<file path="config.mk">
export PLATFORM = sky130hd
export DESIGN_NAME = mem_arbiter
export DESIGN_NICKNAME = d
export VERILOG_FILES = /design/src/rtl/mem_arbiter.sv
export SDC_FILE = /design/constraint.sdc
export NUM_CORES = 1
export LEC_CHECK = 0
export CAP_MARGIN = 20
export CORE_MARGIN = 2
export CORE_UTILIZATION = 44
export DETAILED_ROUTE_END_ITERATION = 8
export HOLD_SLACK_MARGIN = 0.1
export PLACE_DENSITY = 0.84
export SLEW_MARGIN = 20
export SYNTH_ARGS = -nofsm -noshare
export SYNTH_HDL_FRONTEND = slang
export SYNTH_SLANG_ARGS = --single-unit
</file>
<file path="constraint.sdc">
create_clock -name clk_i -period 2.4 [get_ports clk_i]
set_input_delay 0.48 -clock clk_i [delete_from_list [all_inputs] [get_ports clk_i]]
set_output_delay 0.48 -clock clk_i [all_outputs]
set_load 0.005 [all_outputs]
</file>
<file path="src/rtl/mem_arbiter.sv">
// Two-port round-robin arbiter sequencing read/write accesses onto a single-port memory.
// Each access takes three cycles: grant in IDLE, one ACCESS cycle with an enable, one ACK cycle.
module mem_arbiter #(
  parameter int ADDR_LEN = 8,
  parameter int WORD_LEN = 8
) (
  input  logic                clk_i,
  input  logic                rst_i,
  input  logic                req0_i,
  input  logic                req1_i,
  input  logic                we0_i,
  input  logic                we1_i,
  input  logic [ADDR_LEN-1:0] addr0_i,
  input  logic [ADDR_LEN-1:0] addr1_i,
  input  logic [WORD_LEN-1:0] wdata0_i,
  input  logic [WORD_LEN-1:0] wdata1_i,
  output logic                ack0_o,
  output logic                ack1_o,
  output logic [WORD_LEN-1:0] rdata0_o,
  output logic [WORD_LEN-1:0] rdata1_o,
  output logic                busy_o,
  output logic [ADDR_LEN-1:0] mem_addr_o,
  output logic                mem_r_en_o,
  output logic                mem_w_en_o,
  output logic [WORD_LEN-1:0] mem_wdata_o,
  input  logic [WORD_LEN-1:0] mem_rdata_i
);

  typedef enum logic [1:0] {
    S_IDLE   = 2'd0,
    S_ACCESS = 2'd1,
    S_ACK    = 2'd2
  } state_t;

  state_t              state_q;
  logic                owner_q;
  logic                last_gnt_q;
  logic                we_q;
  logic                ack0_q;
  logic                ack1_q;
  logic                busy_q;
  logic                mem_r_en_q;
  logic                mem_w_en_q;
  logic [ADDR_LEN-1:0] mem_addr_q;
  logic [WORD_LEN-1:0] mem_wdata_q;
  logic [WORD_LEN-1:0] rdata0_q;
  logic [WORD_LEN-1:0] rdata1_q;

  logic                gnt_d;
  logic                we_d;
  logic [ADDR_LEN-1:0] addr_d;
  logic [WORD_LEN-1:0] wdata_d;

  // On a tie the port that was not served last wins.
  always_comb begin
    gnt_d = 1'b0;
    if (req0_i && req1_i) begin
      gnt_d = ~last_gnt_q;
    end else if (req1_i) begin
      gnt_d = 1'b1;
    end
    we_d    = gnt_d ? we1_i    : we0_i;
    addr_d  = gnt_d ? addr1_i  : addr0_i;
    wdata_d = gnt_d ? wdata1_i : wdata0_i;
  end

  always_ff @(posedge clk_i or posedge rst_i) begin
    if (rst_i) begin
      state_q     <= S_IDLE;
      owner_q     <= 1'b0;
      last_gnt_q  <= 1'b1;
      we_q        <= 1'b0;
      ack0_q      <= 1'b0;
      ack1_q      <= 1'b0;
      busy_q      <= 1'b0;
      mem_r_en_q  <= 1'b0;
      mem_w_en_q  <= 1'b0;
      mem_addr_q  <= '0;
      mem_wdata_q <= '0;
      rdata0_q    <= '0;
      rdata1_q    <= '0;
    end else begin
      case (state_q)
        S_IDLE: begin
          if (req0_i || req1_i) begin
            owner_q     <= gnt_d;
            we_q        <= we_d;
            mem_addr_q  <= addr_d;
            mem_wdata_q <= wdata_d;
            mem_w_en_q  <= we_d;
            mem_r_en_q  <= ~we_d;
            busy_q      <= 1'b1;
            state_q     <= S_ACCESS;
          end
        end
        S_ACCESS: begin
          if (!we_q) begin
            if (owner_q) rdata1_q <= mem_rdata_i;
            else         rdata0_q <= mem_rdata_i;
          end
          mem_r_en_q <= 1'b0;
          mem_w_en_q <= 1'b0;
          ack0_q     <= ~owner_q;
          ack1_q     <= owner_q;
          state_q    <= S_ACK;
        end
        S_ACK: begin
          ack0_q     <= 1'b0;
          ack1_q     <= 1'b0;
          last_gnt_q <= owner_q;
          busy_q     <= 1'b0;
          state_q    <= S_IDLE;
        end
        default: state_q <= S_IDLE;
      endcase
    end
  end

  assign ack0_o      = ack0_q;
  assign ack1_o      = ack1_q;
  assign rdata0_o    = rdata0_q;
  assign rdata1_o    = rdata1_q;
  assign busy_o      = busy_q;
  assign mem_addr_o  = mem_addr_q;
  assign mem_r_en_o  = mem_r_en_q;
  assign mem_w_en_o  = mem_w_en_q;
  assign mem_wdata_o = mem_wdata_q;

endmodule

</file>
* Yosys cells after proc, flatten, opt, wreduce, memory -nomap -nowiden
Cells that the tools add are included.
Cells by class: equal/unequal tests 3, reduce and logical (&&, ||, !) cells 11, bitwise gates (word level) 4, muxes and demuxes 15
Operators with widths (count):
- $mux W8 | 2
- $pmux W1 S2 | 5
- $mux W1 | 6
- $reduce_and A2 Y1 | 3
- $reduce_and A3 Y1 | 2
- $reduce_bool A2 Y1 | 3
- $not A1 Y1 | 4
- $pmux W2 S2 | 1
- $eq A2 B1 Y1 const B | 1
- $eq A2 B2 Y1 const B | 1
- $logic_not A2 Y1 | 1
- $mux W2 | 1
- $ne A2 B2 Y1 const B | 1
- $logic_and A1 B1 Y1 | 1
- $logic_or A1 B1 Y1 | 1
Storage, ports and cells: input bits 46, output and inout bits 37, bits in registers 42

* Depth between registers and ports, before layout
depth after elaboration 6, mapped depth 7, gate-level depth less buffers 5

* Least setup slack after synthesis
OpenSTA, ideal clock, no wires.
path kind register to register, start point register state_q[1], end point register rdata0_q[0] (netlist: rdata0_o[0]), data arrival time 1.414 ns, path buffers 0, slack 0.861 ns, data required time 2.275 ns, stages on the path, launching flop included 5, setup time 0.125 ns, cells stage by stage dfrtp_1 -> inv_1 -> ha_1 -> nor3b_4 -> mux2_2
Between the ends: word-level cells in the longest chain between the ends 2
Ends and longest elaborated chain:
- from (decl) | line 35 | state_t state_q;
- from (signal assigned) | line 69 | state_q <= S_IDLE;
- from (signal assigned) | line 93 | state_q <= S_ACCESS;
- from (signal assigned) | line 105 | state_q <= S_ACK;
- $eq A2 B1 Y1 | line 83 | case (state_q)
- $reduce_and A3 Y1 (no line)
- to (signal assigned) | line 99 | else rdata0_q <= mem_rdata_i;
- to (decl) | line 46 | logic [WORD_LEN-1:0] rdata0_q;
No other way between the ends. A chain may end at the register's enable or synchronous reset.

* Worst setup path in the final report
start point register state_q[1], end point register rdata0_q[1] (netlist: rdata0_o[1])
The elaborated chain is that of the path after synthesis.

==> results.sh <==
export IMPL_cpMaxStageDelayCell="nor3b_4"
export IMPL_grt_start_max_net_pins=43
export IMPL_leakage_nw=1.249
export IMPL_postSynthAreaPerCell_sq_um=12.40
export IMPL_actual_transition_at_the_worst_max_transition_pin_ps=512.2
export IMPL_vias_per_cell=4.933
export IMPL_postSynthRegisterBits=42
export IMPL_ctsLongestPathBuffers=2
export IMPL_drt_iter0_markers=40
export IMPL_rows=23
export IMPL_drtPass1Iterations=4
export IMPL_final_hold_violation_count=0
export IMPL_timing_critical_path_slowest_cell_delay_ps=470
export IMPL_worst_slew_margin_rel_pct=65.85
export IMPL_area_of_the_multi_input_gates_sq_um=714.4
export IMPL_vias_in_the_first_global_route=1352
export IMPL_synth_top_cell_area_share_pct=56.28
export IMPL_netlist_top_cell_by_area="dfrtp_1"
export IMPL_yosys_warnings=0
export IMPL_final_setup_skew_ps=10.41
export IMPL_post_cts_setup_buffers=0
export IMPL_outcome="completed"
export IMPL_tritoncts="done"
export IMPL_cp_launch_type="flop"
export IMPL_critPathMaxFanout=8
export IMPL_top_level_ports=83
export IMPL_fp_coreArea_sq_um=4000
export IMPL_number_of_antenna_violations_at_the_first_check_in_global_routing=0
export IMPL_swShare_pct=30.24
export IMPL_setup_total_negative_slack_ps=0
export IMPL_cts_max_level=2
export IMPL_finish_net_count=283
export IMPL_ff2ff_path_depth=4
export IMPL_layout_area_seq_sq_um=1052
export IMPL_power_report_internal_total_mw=2.324
export IMPL_numCtsBuffers=5
export IMPL_layout_drive_gt1_share_pct=14.96
export IMPL_worst_setup_path_type="reg2reg"
export IMPL_synthToLayoutAreaGrowth_pct=53.60
export IMPL_post_cts_resize_count=0
export IMPL_grt_pass1_wl_mm=6.210
export IMPL_clk_transition_reported_paths_ps=80
export IMPL_instances_no_fill=284
export IMPL_drt_antenna_violating_nets=0
export IMPL_min_path_cells=2
export IMPL_cts_root_buf="clkbuf_8"
export IMPL_clockPowerShare_pct=16.4
export IMPL_port_buffer_count=82
export IMPL_dpl_worst_slack_ps=391.4
export IMPL_finalCritPeriodShare_pct=73.95
export IMPL_postLayoutCoreUtil_pct=70.00
export IMPL_comb_power_share_pct=45.6
export IMPL_postSynthCellCount=147
export IMPL_setup_repair_after_global_routing_missed_its_margin="false"
export IMPL_die_span_in_x_microns=68.37
export IMPL_dp_cells=276
export IMPL_global_route_overflow_total=0
export IMPL_cts_hold_buffers_added=0
export IMPL_worst_endpoint_required_ps=2580
export IMPL_pwr_share_seq_pct=38.1
export IMPL_max_clock_freq_mhz=563.4
export IMPL_worst_vdd_drop_mv=0.7306
export IMPL_vias=1401
export IMPL_fp_dieArea_sq_um=4674
export IMPL_min_delay_path_class="reg2reg"
export IMPL_mappedNetlistNets=197
export IMPL_max_cap_violations=0
export IMPL_timing_critical_path_arrival_ps=1960
export IMPL_drt_drc_violations_left=0
export IMPL_layout_filler_cells=319
export IMPL_floorplan_initialDensity_pct=45.57
export IMPL_timing_final_ws_setup_ps=625.2
export IMPL_drt_wl_total_mm=3.981
export IMPL_syn_area_sq_um=1823
export IMPL_synth_seq_area_share_pct=57.72
export IMPL_crit_path_cell_trace="inv_1 -> ha_1 -> nor3b_4 -> mux2_2"
export IMPL_cts_sink_count=42
export IMPL_layout_min_cycle_time_ps=1775
export IMPL_power_switching_mw=1.007
export IMPL_gr_usage_all_layers_pct=18.50
export IMPL_place_gp_congestion=0.7548
export IMPL_timing_max_transition_violations_final=0
export IMPL_antenna_diode_count=0
export IMPL_post_synth_num_cell_types=21
export IMPL_clock_insertion_delay_worst_skew_ps=300
export IMPL_die_height_microns=68.37
export IMPL_final_setup_viol_count=0
export IMPL_wire_per_inst_microns=14.02
export IMPL_synth_top_cells_by_area="dfrtp_1, mux2_2, mux2i_1, o21ai_0, nand2_1"
export IMPL_powerDensity_nw_per_um2=1190
export IMPL_setup_worst_path_end_class="flop"
export IMPL_detailed_place_hpwl_mm=2.991
==> worst paths after layout <==
check | from | end | slack (ps)
min in group asynchronous | rst_i | rdata1_o[0] | 610
max reg2reg | state_q[1] | rdata0_o[1] | 630
min | mem_addr_o[6] | mem_addr_o[6] | 480
min reg2reg | mem_addr_o[6] | mem_addr_o[6] | 480
max in group asynchronous | rst_i | last_gnt_q | 1410
max | state_q[1] | rdata0_o[1] | 630
==> registers in the layout, indices dropped and copies added (netlist names) <==
signal and cells:
mem_r_en_o 1, rdata0_o 8, ack0_o 1, mem_wdata_o 8, owner_q 1, mem_addr_o 8
last_gnt_q 1, ack1_o 1, busy_o 1, mem_w_en_o 1, rdata1_o 8, we_q 1
state_q 2
==> synth_stat cells <==
cell type / n
or3b_1: 1
inv_1: 5
nor2_1: 3
o2bb2ai_1: 1
clkbuf_1: 1
dfrtp_1: 41
a21bo_2: 1
or2_2: 1
o21ai_0: 22
dfstp_2: 1
a2bb2oi_1: 1
nand3b_2: 1
nor3b_4: 1
o22ai_1: 1
nand2_1: 21
mux2_2: 18
buf_6: 2
ha_1: 4
buf_2: 3
a22o_1: 1
mux2i_1: 17
==> critical path, delay by kind of cell (launching register included) <==
kind,cells,cell delay (ps)
muxes,1,390
adders and majority gates,1,300
DFF,1,390
buffers and inverters,1,110
and+or+nand+nor,1,470
==> cells by family (layout without fill, tap and decap cells) <==
kind of cell / count (synthesis) / in the layout / synth area share, %
compound gates: 27 / 27 / 8.374
fa+ha+maj: 4 / 4 / 2.745
buf+inv: 11 / 98 / 3.294
flops: 42 / 42 / 57.72
mux: 35 / 35 / 20.45
simple gates: 28 / 28 / 7.413
==> through the flow <==
stage | total power, mW | instance area [sq um] | hold WS (ps)
after floorplan | 1.966 | 1823 | 473.3
after global placement | 2.760 | 2691 | 462.6
after detailed placement | 2.816 | 2691 | 469.2
after CTS | 3.379 | 2800 | 487.8
after global routing | 3.579 | 2800 | 513.4
final | 3.332 | 2800 | 482.5
==> cell usage in the layout (no fill, tap or decap) <==
cell type         n
o21ai_2           1
nor2_1            3
buf_4             3
dfstp_2           1
a2bb2oi_1         1
nor3b_4           1
nand3b_2          1
or3b_1            1
clkdlybuf4s50_1  82
nand2_1          21
clkbuf_8          5
bufinv_16         1
a21bo_2           1
o2bb2ai_1         1
or2_2             1
inv_1             5
mux2i_1          17
o21ai_0          21
a22o_1            1
dfrtp_1          41
mux2_2           18
o22ai_1           1
clkinv_2          2
ha_1              4
==> area by class of cell <==
| cell class | count | share of cell area, % |
|---|---|---|
| clock buffer | 5 | 2.458 |
| clock inverter | 3 | 1.430 |
| inverter | 5 | 0.6702 |
| multi-input combinational | 94 | 25.51 |
| sequential | 42 | 37.58 |
| tap | 50 | 2.234 |
| timing repair buffer | 85 | 30.12 |
==> power groups by stage <==
stage | registers, mW | clock network (mW) | logic [mW]
global route | 1.31 | 0.588 | 1.68
detailed placement | 1.28 | 0 | 1.54
global placement | 1.27 | 0 | 1.49
floorplan | 1.29 | 0 | 0.681
CTS | 1.27 | 0.557 | 1.55
finish | 1.27 | 0.545 | 1.52
==> routing by layer <==
metal / vias to the layer above / share of wire, % / track usage (%)
met5: - / 0 / 0
met4: 0 / 1.3 / 6.000
met3: 5 / 13 / 10.53
met2: 71 / 46 / 29.25
met1: 644 / 39 / 21.13
li1: 681 / - / -
No activity file was read; power rests on OpenSTA's default activity.
